==> config.mk <==
export PLATFORM = sky130hd
export DESIGN_NAME = opb_register_bank_ppc2simulink_flat
export DESIGN_NICKNAME = d
export VERILOG_FILES = /design/src/rtl/opb_ppc2simulink_pkg.sv /design/src/rtl/opb_register_bank_ppc2simulink_if.sv /design/src/rtl/opb_reg_bytewrite.sv /design/src/rtl/opb_register_bank_ppc2simulink.sv /design/src/flat_wrapper.sv
export SDC_FILE = /design/constraint.sdc
export NUM_CORES = 2
export LEC_CHECK = 0
export ABC_AREA = 0
export BUFFER_PORTS_ARGS = -buffer_cell sky130_fd_sc_hd__buf_2
export CAP_MARGIN = 10
export CORE_MARGIN = 5
export CORE_UTILIZATION = 25
export DETAILED_ROUTE_END_ITERATION = 8
export HOLD_SLACK_MARGIN = 0.02
export PLACE_DENSITY = 0.46
export SETUP_SLACK_MARGIN = 0.02
export SLEW_MARGIN = 40
export SYNTH_ARGS = -nofsm -noshare
export SYNTH_HDL_FRONTEND = slang
export SYNTH_HIERARCHICAL = 1
export SYNTH_SLANG_ARGS = --single-unit
==> constraint.sdc <==
create_clock -name OPB_Clk -period 12.8 [get_ports OPB_Clk]
set_input_delay 2.56 -clock OPB_Clk [delete_from_list [all_inputs] [get_ports OPB_Clk]]
set_output_delay 2.56 -clock OPB_Clk [all_outputs]
set_load 0.01 [all_outputs]
==> src/rtl/opb_ppc2simulink_pkg.sv <==
// Shared definitions for the PPC-to-Simulink OPB register bank: FSM encoding,
// commit-bit position, counter width and the byte-lane merge helper.
package opb_ppc2simulink_pkg;

    typedef enum logic [1:0] {
        ST_IDLE = 2'd0,
        ST_ACK  = 2'd1,
        ST_HOLD = 2'd2
    } state_t;

    // OPB bit 31 (IBM numbering) is bit 0 of the descending-range view used internally.
    localparam int COMMIT_BIT = 0;
    localparam int CNT_W      = 16;
    localparam int IDX_W      = 5;

    // Lane k of the descending view covers bits [8k+7:8k] and is enabled by be[k].
    function automatic logic [31:0] merge_bytes(input logic [31:0] old_dat,
                                                input logic [31:0] new_dat,
                                                input logic [3:0]  be);
        logic [31:0] res;
        res = old_dat;
        for (int k = 0; k < 4; k++) begin
            if (be[k]) res[8*k +: 8] = new_dat[8*k +: 8];
        end
        return res;
    endfunction

endpackage

==> src/rtl/opb_register_bank_ppc2simulink_if.sv <==
// OPB slave-side bus bundle. Vectors use descending ranges: OPB bit n (IBM
// numbering, bit 0 = MSB) is bit [31-n] here, and OPB_BE[n] is OPB_BE[3-n].
interface opb_register_bank_ppc2simulink_if;
    logic [31:0] OPB_ABus;
    logic [3:0]  OPB_BE;
    logic [31:0] OPB_DBus;
    logic        OPB_RNW;
    logic        OPB_select;
    logic        OPB_seqAddr;
    logic [31:0] Sl_DBus;
    logic        Sl_xferAck;
    logic        Sl_errAck;
    logic        Sl_retry;
    logic        Sl_toutSup;

    modport master (
        output OPB_ABus, OPB_BE, OPB_DBus, OPB_RNW, OPB_select, OPB_seqAddr,
        input  Sl_DBus, Sl_xferAck, Sl_errAck, Sl_retry, Sl_toutSup
    );

    modport slave (
        input  OPB_ABus, OPB_BE, OPB_DBus, OPB_RNW, OPB_select, OPB_seqAddr,
        output Sl_DBus, Sl_xferAck, Sl_errAck, Sl_retry, Sl_toutSup
    );
endinterface

==> src/rtl/opb_reg_bytewrite.sv <==
// One 32-bit register with byte-enable write merge; disabled lanes hold their value.
module opb_reg_bytewrite
    import opb_ppc2simulink_pkg::*;
(
    input  logic        clk,
    input  logic        rst,
    input  logic        wr_en_i,
    input  logic [3:0]  be_i,
    input  logic [31:0] wdat_i,
    output logic [31:0] dat_o
);

    logic [31:0] dat_q;

    always_ff @(posedge clk or posedge rst) begin
        if (rst) begin
            dat_q <= '0;
        end else if (wr_en_i) begin
            dat_q <= merge_bytes(dat_q, wdat_i, be_i);
        end
    end

    assign dat_o = dat_q;

endmodule

==> src/rtl/opb_register_bank_ppc2simulink.sv <==
// OPB slave register bank feeding Simulink user logic, optionally double-buffered
// behind a commit word that also carries a 16-bit commit counter.
module opb_register_bank_ppc2simulink
    import opb_ppc2simulink_pkg::*;
#(
    parameter logic [31:0] C_BASEADDR   = 32'h01001000,
    parameter logic [31:0] C_HIGHADDR   = 32'h010010FF,
    parameter int          C_OPB_AWIDTH = 32,
    parameter int          C_OPB_DWIDTH = 32,
    parameter int          C_NUM_REGS   = 8,
    parameter int          C_DOUBLE_BUF = 1,
    parameter              C_FAMILY     = "virtex5"
) (
    input  logic                         OPB_Clk,
    input  logic                         OPB_Rst,
    opb_register_bank_ppc2simulink_if.slave bus,
    output logic [C_NUM_REGS*32-1:0]     user_data_out,
    output logic [C_NUM_REGS-1:0]        user_wr_strb
);

    localparam logic [31:0]      SPAN_BYTES = 32'(4 * (C_NUM_REGS + 1));
    localparam logic [IDX_W-1:0] CMT_IDX    = IDX_W'(C_NUM_REGS);
    localparam int unused_family_bits = $bits(C_FAMILY);

    logic [C_OPB_AWIDTH-1:0] addr;
    logic [C_OPB_DWIDTH-1:0] wdat;
    logic [31:0]             offset;
    logic [IDX_W-1:0]        idx;
    logic                    hit;
    logic [31:0]             rd_dat;

    state_t            state_q;
    logic              ack_q;
    logic [31:0]       sl_dbus_q;
    logic [IDX_W-1:0]  req_idx_q;
    logic              req_rnw_q;
    logic [3:0]        req_be_q;
    logic [31:0]       req_dat_q;
    logic [CNT_W-1:0]  cnt_q;
    logic [CNT_W-1:0]  cnt_d;
    logic [C_NUM_REGS-1:0] strb_q;
    logic [C_NUM_REGS-1:0] wr_en;
    logic [31:0]       store [C_NUM_REGS];
    logic              acc_wr;
    logic              commit;
    logic              unused_ok;

    assign addr   = bus.OPB_ABus;
    assign wdat   = bus.OPB_DBus;
    assign offset = 32'(addr) - C_BASEADDR;
    assign idx    = offset[IDX_W+1:2];
    assign hit    = bus.OPB_select && (32'(addr) >= C_BASEADDR) &&
                    (offset < SPAN_BYTES) && (32'(addr) <= C_HIGHADDR);

    always_comb begin
        rd_dat = '0;
        if (idx == CMT_IDX) rd_dat = {{(32-CNT_W){1'b0}}, cnt_q};
        for (int i = 0; i < C_NUM_REGS; i++) begin
            if (idx == IDX_W'(i)) rd_dat = store[i];
        end
    end

    // The request is captured on the hit edge; its side effects land at the end of ACK.
    always_ff @(posedge OPB_Clk or posedge OPB_Rst) begin
        if (OPB_Rst) begin
            state_q   <= ST_IDLE;
            ack_q     <= 1'b0;
            sl_dbus_q <= '0;
            req_idx_q <= '0;
            req_rnw_q <= 1'b0;
            req_be_q  <= '0;
            req_dat_q <= '0;
        end else begin
            case (state_q)
                ST_IDLE: begin
                    if (hit) begin
                        state_q   <= ST_ACK;
                        ack_q     <= 1'b1;
                        sl_dbus_q <= bus.OPB_RNW ? rd_dat : 32'h0;
                        req_idx_q <= idx;
                        req_rnw_q <= bus.OPB_RNW;
                        req_be_q  <= bus.OPB_BE;
                        req_dat_q <= 32'(wdat);
                    end
                end
                ST_ACK: begin
                    state_q   <= ST_HOLD;
                    ack_q     <= 1'b0;
                    sl_dbus_q <= '0;
                end
                ST_HOLD: begin
                    state_q <= ST_IDLE;
                end
                default: begin
                    state_q   <= ST_IDLE;
                    ack_q     <= 1'b0;
                    sl_dbus_q <= '0;
                end
            endcase
        end
    end

    assign acc_wr = (state_q == ST_ACK) && !req_rnw_q;
    assign commit = acc_wr && (req_idx_q == CMT_IDX) && req_be_q[0] && req_dat_q[COMMIT_BIT];
    assign cnt_d  = commit ? cnt_q + CNT_W'(1) : cnt_q;

    always_ff @(posedge OPB_Clk or posedge OPB_Rst) begin
        if (OPB_Rst) cnt_q <= '0;
        else         cnt_q <= cnt_d;
    end

    for (genvar i = 0; i < C_NUM_REGS; i++) begin : g_reg
        assign wr_en[i] = acc_wr && (req_idx_q == IDX_W'(i));
        opb_reg_bytewrite u_reg (
            .clk     (OPB_Clk),
            .rst     (OPB_Rst),
            .wr_en_i (wr_en[i]),
            .be_i    (req_be_q),
            .wdat_i  (req_dat_q),
            .dat_o   (store[i])
        );
    end

    if (C_DOUBLE_BUF != 0) begin : g_dbuf
        logic [31:0] active_q [C_NUM_REGS];

        // Strobe only the registers whose committed value actually moves.
        always_ff @(posedge OPB_Clk or posedge OPB_Rst) begin
            if (OPB_Rst) begin
                for (int i = 0; i < C_NUM_REGS; i++) active_q[i] <= '0;
                strb_q <= '0;
            end else begin
                for (int i = 0; i < C_NUM_REGS; i++) begin
                    strb_q[i] <= commit && (active_q[i] != store[i]);
                    if (commit) active_q[i] <= store[i];
                end
            end
        end

        for (genvar i = 0; i < C_NUM_REGS; i++) begin : g_out
            assign user_data_out[32*i +: 32] = active_q[i];
        end
    end else begin : g_direct
        always_ff @(posedge OPB_Clk or posedge OPB_Rst) begin
            if (OPB_Rst) strb_q <= '0;
            else         strb_q <= wr_en;
        end

        for (genvar i = 0; i < C_NUM_REGS; i++) begin : g_out
            assign user_data_out[32*i +: 32] = store[i];
        end
    end

    assign user_wr_strb   = strb_q;
    assign bus.Sl_DBus    = sl_dbus_q;
    assign bus.Sl_xferAck = ack_q;
    assign bus.Sl_errAck  = 1'b0;
    assign bus.Sl_retry   = 1'b0;
    assign bus.Sl_toutSup = 1'b0;
    assign unused_ok      = &{1'b0, bus.OPB_seqAddr};

endmodule

==> src/flat_wrapper.sv <==
// flat-port wrapper written by rule: the top's interface ports become plain ports
module opb_register_bank_ppc2simulink_flat import opb_ppc2simulink_pkg::*;
#(
    parameter logic [31:0] C_BASEADDR   = 32'h01001000,
    parameter logic [31:0] C_HIGHADDR   = 32'h010010FF,
    parameter int          C_OPB_AWIDTH = 32,
    parameter int          C_OPB_DWIDTH = 32,
    parameter int          C_NUM_REGS   = 8,
    parameter int          C_DOUBLE_BUF = 1,
    parameter              C_FAMILY     = "       "
)
  (OPB_Clk, OPB_Rst, user_data_out, user_wr_strb, bus_OPB_ABus, bus_OPB_BE, bus_OPB_DBus, bus_OPB_RNW, bus_OPB_select, bus_OPB_seqAddr, bus_Sl_DBus, bus_Sl_xferAck, bus_Sl_errAck, bus_Sl_retry, bus_Sl_toutSup);
  opb_register_bank_ppc2simulink_if bus_i ();
  input  logic OPB_Clk;
  input  logic OPB_Rst;
  output logic [C_NUM_REGS*32-1:0] user_data_out;
  output logic [C_NUM_REGS-1:0] user_wr_strb;
  input wire logic [$bits(bus_i.OPB_ABus)-1:0] bus_OPB_ABus;
  input wire logic [$bits(bus_i.OPB_BE)-1:0] bus_OPB_BE;
  input wire logic [$bits(bus_i.OPB_DBus)-1:0] bus_OPB_DBus;
  input wire logic [$bits(bus_i.OPB_RNW)-1:0] bus_OPB_RNW;
  input wire logic [$bits(bus_i.OPB_select)-1:0] bus_OPB_select;
  input wire logic [$bits(bus_i.OPB_seqAddr)-1:0] bus_OPB_seqAddr;
  output wire logic [$bits(bus_i.Sl_DBus)-1:0] bus_Sl_DBus;
  output wire logic [$bits(bus_i.Sl_xferAck)-1:0] bus_Sl_xferAck;
  output wire logic [$bits(bus_i.Sl_errAck)-1:0] bus_Sl_errAck;
  output wire logic [$bits(bus_i.Sl_retry)-1:0] bus_Sl_retry;
  output wire logic [$bits(bus_i.Sl_toutSup)-1:0] bus_Sl_toutSup;
  assign bus_i.OPB_ABus = bus_OPB_ABus;
  assign bus_i.OPB_BE = bus_OPB_BE;
  assign bus_i.OPB_DBus = bus_OPB_DBus;
  assign bus_i.OPB_RNW = bus_OPB_RNW;
  assign bus_i.OPB_select = bus_OPB_select;
  assign bus_i.OPB_seqAddr = bus_OPB_seqAddr;
  assign bus_Sl_DBus = bus_i.Sl_DBus;
  assign bus_Sl_xferAck = bus_i.Sl_xferAck;
  assign bus_Sl_errAck = bus_i.Sl_errAck;
  assign bus_Sl_retry = bus_i.Sl_retry;
  assign bus_Sl_toutSup = bus_i.Sl_toutSup;
  opb_register_bank_ppc2simulink #(.C_BASEADDR(C_BASEADDR), .C_HIGHADDR(C_HIGHADDR), .C_OPB_AWIDTH(C_OPB_AWIDTH), .C_OPB_DWIDTH(C_OPB_DWIDTH), .C_NUM_REGS(C_NUM_REGS), .C_DOUBLE_BUF(C_DOUBLE_BUF), .C_FAMILY(C_FAMILY)) u_core (.OPB_Clk(OPB_Clk), .OPB_Rst(OPB_Rst), .bus(bus_i), .user_data_out(user_data_out), .user_wr_strb(user_wr_strb));
endmodule
# After elaboration in Yosys (flattened, before gate mapping)
# Index checks and enable logic that the tools add are counted.
[op_classes] n_reduce_logical=61 muxes=16 magnitude_cmp=3 n_addsub=2 mul=0 n_bitwise=1 n_eq_ne=27 shifts=0 n_div=0
[ops] operator="32-bit two-way mux" count=10
[ops] operator="32-bit inequality test" count=8
[ops] operator="2-bit AND reduction" count=34
[ops] operator="32-bit one-hot mux with 2 select lines" count=1
[ops] operator="5-bit by 3-bit equality test with 1-bit output, second input constant" count=8
[ops] operator="32-bit by 25-bit greater-or-equal comparator with 1-bit output, second input constant" count=1
[ops] operator="32-bit by 25-bit less-or-equal comparator with 1-bit output, second input constant" count=1
[ops] operator="32-bit by 6-bit < comparator with 1-bit output, second input constant" count=1
[ops] operator="32-bit by 25-bit subtractor with 32-bit output, second input constant" count=1
[ops] operator="1-bit logical AND" count=23
[ops] operator="5-bit by 2-bit equality test with 1-bit output, second input constant" count=4
[ops] operator="16-bit by 1-bit adder with 16-bit output, second input constant" count=1
[ops] operator="16-bit two-way mux" count=1
[ops] operator="5-bit by 1-bit equality test with 1-bit output, second input constant" count=2
[ops] operator="5-bit by 4-bit equality test with 1-bit output, second input constant" count=2
[ops] operator="5-bit zero test" count=2
[ops] operator="2-bit one-hot mux with 2 select lines" count=1
[ops] operator="2-bit by 1-bit equality test with 1-bit output, second input constant" count=1
[ops] operator="2-bit equality test, second input constant" count=1
[ops] operator="2-bit zero test" count=1
[ops] operator="2-bit two-way mux" count=1
[ops] operator="2-bit by 1-bit inequality test with 1-bit output, second input constant" count=1
[ops] operator="1-bit one-hot mux with 2 select lines" count=1
[ops] operator="1-bit zero test" count=1
[ops] operator="2 further kinds" count=2
[totals] inputBits=73 output_inout_bits=300 mem_bits_rw=0 register_bits=613 romBits=0 latch_bits=0 n_memories=0

# Depth between registers and ports, before layout
[depth] word_depth=14 mapped_depth=9 ltp_nobuf=6

# Hierarchy
# Netlist, hierarchy kept.
[modules_own_cells] mod="opb_register_bank_ppc2simulink" seq_area_each_um2=8933.6 n_inst=1 area_per_inst_um2=18649.1 cells_per_inst=2112
[modules_own_cells] mod="opb_reg_bytewrite" seq_area_each_um2=800.8 n_inst=8 area_per_inst_um2=1189.9 cells_per_inst=69

# Least setup slack after synthesis
# OpenSTA, ideal clock, no wires.
[synth_timing] path_kind="input to register" from="input port bus_OPB_ABus[2]" to="register u_core.req_be_q[0]" n_path_buf=3 arrival_ns=4.358 stages=7 setup_time_ns=0.125 slack_ns=8.317 required_ns=12.675 path_cell_list="buf_2 o31a_1 or3_1 clkbuf_1 nor2_1 buf_2 mux2_2"
[synth_via] elab_chain_cells=5
[synth_lines] element="start, declared" line="flat_wrapper.sv:18" rtl="input wire logic [$bits(bus_i.OPB_ABus)-1:0] bus_OPB_ABus;"
[synth_lines] element="32-bit by 25-bit subtractor with 32-bit output or 32-bit by 25-bit greater-or-equal comparator with 1-bit output (tied branches)" line="opb_register_bank_ppc2simulink.sv:50, opb_register_bank_ppc2simulink.sv:52"
[synth_lines] element="32-bit by 6-bit < comparator with 1-bit output or 1-bit logical AND (tied branches)" line="opb_register_bank_ppc2simulink.sv:53, opb_register_bank_ppc2simulink.sv:52"
[synth_lines] element="1-bit logical AND" line="opb_register_bank_ppc2simulink.sv:52" rtl="assign hit = bus.OPB_select && (32'(addr) >= C_BASEADDR) &&"
[synth_lines] element="1-bit logical AND *" line="opb_register_bank_ppc2simulink.sv:53" rtl="(offset < SPAN_BYTES) && (32'(addr) <= C_HIGHADDR);"
[synth_lines] element="2-bit AND reduction (no source line) *"
[synth_lines] element="end signal, assigned" line="opb_register_bank_ppc2simulink.sv:82" rtl="req_be_q <= bus.OPB_BE;"
[synth_lines] element="end, declared" line="opb_register_bank_ppc2simulink.sv:37" rtl="logic [3:0] req_be_q;"
# Every way passes the cells marked *; elsewhere a longest branch is shown, timed or not.
# A chain may end at the register's enable or synchronous reset.

# Worst setup path in the final report
[layout_timing] from="input port bus_OPB_ABus[3]" to="register u_core.sl_dbus_q[8], in the netlist u_core/bus.Sl_DBus[8]"
[layout_via] elab_chain_cells=14
[layout_lines] element="32-bit by 25-bit subtractor with 32-bit output" line="opb_register_bank_ppc2simulink.sv:50" rtl="assign offset = 32'(addr) - C_BASEADDR;"
[layout_lines] element="5-bit by 4-bit equality test with 1-bit output" line="opb_register_bank_ppc2simulink.sv:57" rtl="if (idx == CMT_IDX) rd_dat = {{(32-CNT_W){1'b0}}, cnt_q};"
[layout_lines] element="16-bit two-way mux" line="opb_register_bank_ppc2simulink.sv:57"
[layout_lines] element="32-bit two-way mux (8 in a row)" line="opb_register_bank_ppc2simulink.sv:59" rtl="if (idx == IDX_W'(i)) rd_dat = store[i];"
[layout_lines] element="32-bit two-way mux" line="opb_register_bank_ppc2simulink.sv:79" rtl="sl_dbus_q <= bus.OPB_RNW ? rd_dat : 32'h0;"
[layout_lines] element="32-bit two-way mux" line="opb_register_bank_ppc2simulink.sv:76" rtl="if (hit) begin"
[layout_lines] element="32-bit one-hot mux with 2 select lines" line="opb_register_bank_ppc2simulink.sv:74" rtl="case (state_q)"
[layout_lines] element="end signal, assigned" line="opb_register_bank_ppc2simulink.sv:79"
[layout_lines] element="end, declared" line="opb_register_bank_ppc2simulink.sv:34" rtl="logic [31:0] sl_dbus_q;"
# Parallel ways exist; a longest one is shown, timed or not. The select of a mux whose other input is x is not followed.

==> results.sh <==
export IMPL_outcome="completed"
export IMPL_synthMuxAreaShare_pct=12.42
export IMPL_gp_congestion=0.9394
export IMPL_pwr_share_seq_pct=46.1
export IMPL_grt_max_degree=93
export IMPL_via_count=22210
export IMPL_die_y_um=345.7
export IMPL_synthAdderAreaFrac_pct=0.04442
export IMPL_cts_sinks=613
export IMPL_drv_cap=0
export IMPL_worst_slack_ns=7.789
export IMPL_num_io_pins=373
export IMPL_clock_power_share_pct=51.2
export IMPL_worst_setup_path_type="primary input to flip-flop"
export IMPL_drtPass1Iterations=7
export IMPL_ant_nets=0
export IMPL_die_w_um=345.7
export IMPL_dpl_hpwl_um=96580
export IMPL_antenna_found_initial=18
export IMPL_syn_area_mm2=0.02817
export IMPL_cp_end_kind="flip-flop"
export IMPL_num_fill_cells=11710
export IMPL_yosys_warnings=6
export IMPL_synth_edf_count=0
export IMPL_min_path_type="flip-flop to flip-flop"
export IMPL_holdWs_ns=0.4822
export IMPL_grt_busiest_layer="met2"
export IMPL_core_area_mm2=0.1122
export IMPL_skew_ns=0.03751
export IMPL_grt_pass1_wl_um=176800
export IMPL_cp_start_kind="primary input"
export IMPL_area_growth_pct=21.78
export IMPL_slew_viol_final=0
export IMPL_routed_wl_um=128300
export IMPL_switching_power_uw=966.9
export IMPL_insertion_delay_ns=0.64
export IMPL_fmax_ghz=0.1995
export IMPL_p_comb_share_pct=2.7
export IMPL_required_ns=13.34
export IMPL_nets=3093
export IMPL_p_int_mw=3.239
export IMPL_cp_max_fo=29
export IMPL_finalCriticalPeriod_ns=5.011
export IMPL_synth_xor_area_share_pct=8.426
export IMPL_vdd_drop_max_mv=0.1072
export IMPL_finalHoldViolCount=0
export IMPL_numPortBuffers=366
export IMPL_worstPathArrival_ns=5.56
export IMPL_grt_usage_pct=20.80
export IMPL_setup_violations=0
export IMPL_clk_pin_slew_ns=0.06
export IMPL_switching_share_pct=22.99
export IMPL_powerDensity_mw_per_mm2=122.6
export IMPL_cts_resized=0
export IMPL_start_util_pct=25.11
export IMPL_syn_avg_cell_area_um2=10.57
export IMPL_grt_pass1_vias=21550
export IMPL_h_tree_depth=3
export IMPL_slew_headroom_pct=34.75
export IMPL_num_rows=123
export IMPL_p_leak_nw=17.31
export IMPL_drive_gt1_share_pct=29.15
export IMPL_rsz0062_at_grt="false"
export IMPL_dieArea_mm2=0.1195
export IMPL_place_worst_setup_slack_ns=7.110
export IMPL_clockBufferDepth=3
export IMPL_drtIter0Drc=2184
export IMPL_synth_simple_gate_area_share_pct=15.91
export IMPL_root_buffer="clkbuf_16"
export IMPL_tightest_slew_ns=0.9541
export IMPL_drcViolationCount=0
export IMPL_finalCritPeriodShare_pct=39.15
export IMPL_numCtsBuffers=72
export IMPL_grt_met3_usage_pct=6.026
export IMPL_synth_top_family_by_area="simple AND/OR/NAND/NOR gates"
export IMPL_use_met1_pct=27.27
export IMPL_synthArstFlopShare_pct=100.0
export IMPL_wl_per_cell_um=28.01
export IMPL_avgViaCountPerCell=4.849
export IMPL_ys_ff_latch=613
export IMPL_grtUsageMet2_pct=33.02
export IMPL_netlist_instances=2664
export IMPL_synth_compound_area_share_pct=6.676
export IMPL_tns_ns=0
export IMPL_cts_tree="built"
export IMPL_synthFlopType="dfrtp_1"
export IMPL_cts_setup_buffers=0
export IMPL_overflow=0
export IMPL_cts_hold_buf=0
export IMPL_yosys_cell_types_count=66
export IMPL_ys_seq_area_share_pct=54.46
## worst paths after layout
path	from	endpoint	slack, ns	cells past startpoint
worst max-delay path	bus_OPB_ABus[3]	u_core/bus.Sl_DBus[8]	7.79	7
worst min register to register	u_core/bus.Sl_DBus[29]	u_core/bus.Sl_DBus[29]	0.48	2
min in group asynchronous	OPB_Rst	u_core/g_reg[3].u_reg/dat_o[7]	1.96	2
max in group asynchronous	OPB_Rst	u_core/user_data_out[157]	9.39	4
worst min-delay path	u_core/bus.Sl_DBus[29]	u_core/bus.Sl_DBus[29]	0.48	2
worst max register to register	u_core/state_q[1]	u_core/cnt_q[3]	9.54	6
## cell usage after synthesis, types with 3 or more instances
master | n | share of area, %
buf_2 | 5 | 0.089
nor3_1 | 6 | 0.11
nand4b_1 | 4 | 0.12
or3_1 | 3 | 0.067
a222oi_1 | 5 | 0.18
nor2b_1 | 8 | 0.18
buf_4 | 3 | 0.080
xor2_1 | 4 | 0.12
nand4_1 | 73 | 1.6
nand3_1 | 13 | 0.23
nand2b_1 | 5 | 0.11
buf_1 | 7 | 0.093
o211a_1 | 11 | 0.39
o31ai_1 | 16 | 0.43
nor4_1 | 24 | 0.53
a221oi_1 | 7 | 0.22
xnor2_1 | 267 | 8.3
a32oi_1 | 4 | 0.12
o2bb2ai_1 | 5 | 0.16
inv_1 | 28 | 0.37
a21oi_1 | 71 | 1.3
mux2i_1 | 4 | 0.14
a2111oi_0 | 3 | 0.093
a31oi_1 | 4 | 0.089
nor4b_1 | 6 | 0.19
mux2_2 | 307 | 12
nand2_2 | 32 | 0.71
clkbuf_1 | 107 | 1.4
o21ai_0 | 57 | 1.0
a211oi_1 | 8 | 0.21
a22o_1 | 12 | 0.37
and2_1 | 4 | 0.089
a22oi_1 | 10 | 0.27
a2bb2oi_1 | 29 | 0.90
nand2_1 | 789 | 11
o22ai_1 | 14 | 0.31
nor2_1 | 36 | 0.48
dfrtp_1 | 613 | 54
and3_1 | 19 | 0.42
a32o_1 | 3 | 0.11
## sequential cells by signal, indices dropped and copies added (netlist names)
register and flops:
u_core/req_rnw_q 1, u_core/user_wr_strb 8, u_core/req_dat_q 32, u_core/bus.Sl_DBus 32, u_core/g.u_reg/dat_o 256, u_core/req_be_q 4
u_core/cnt_q 16, u_core/req_idx_q 5, u_core/bus.Sl_xferAck 1, u_core/state_q 2, u_core/user_data_out 256
## per-layer routing
layer	routed length, um	vias up
met1	53650	11310
met4	4287	4
met5	31	-
met3	10930	183
met2	59400	899
li1	-	9813
## cells in the final DEF, fill, tap and decap left out, types with 12 or more instances in the layout
cell,n
a21oi_1,71
a22o_1,12
a2bb2oi_1,29
and3_1,19
buf_2,366
buf_4,24
clkbuf_16,73
clkbuf_8,17
clkinv_2,12
dfrtp_1,596
dfrtp_2,17
inv_1,27
mux2_2,307
nand2_1,789
nand2_2,32
nand3_1,13
nand4_1,73
nor2_1,33
nor4_1,21
o21ai_0,57
o22ai_1,14
o31ai_1,16
xnor2_1,267
## power by group through the flow
stage,Sequential (mW),Combinational (mW),Clock [mW]
floorplan,1.97,0.0633,0
global placement,1.97,0.113,0
detailed placement,1.97,0.115,0
CTS,1.94,0.115,2.20
global route,1.94,0.125,2.28
finish,1.94,0.114,2.15
## worst max-delay path, stage by stage
cell	delay (ns)
buf_2	0.53
nand4bb_1	0.68
nor2_2	0.73
buf_4	0.33
a22oi_1	0.11
and4b_1	0.30
o31ai_1	0.27
## cell type report
cell class | count | area, um^2 | area share (%)
flip-flops and latches | 613 | 15360 | 44.78
multi-input cells | 1903 | 12330 | 35.94
repair buffers | 401 | 2156 | 6.285
clock buffers | 101 | 2102 | 6.128
well taps | 1500 | 1877 | 5.471
clock inverters | 28 | 352.8 | 1.029
inverters | 28 | 112.6 | 0.3283
diodes | 6 | 15.01 | 0.04377
## kinds of logic after synthesis
logic type / Yosys count
adder cells (fa/ha/maj): 1
other: 1
AND/OR/NAND/NOR: 1039
buffers and inverters: 150
flip-flops: 613
multiplexers: 311
AO/OA/AOI/OAI: 278
XOR/XNOR: 271
## metrics by stage
stage	instance area, um^2	instances	util [%]	power (mW)
final	34300	4580	30.58	4.206
after global routing	34290	4574	30.56	4.341
after CTS	34250	4573	30.53	4.253
after detailed placement	31800	4444	28.34	2.088
after global placement	31680	4442	28.24	2.087
after floorplan	28180	2666	-	2.037
Note: power is estimated with default switching activity, not from simulation.
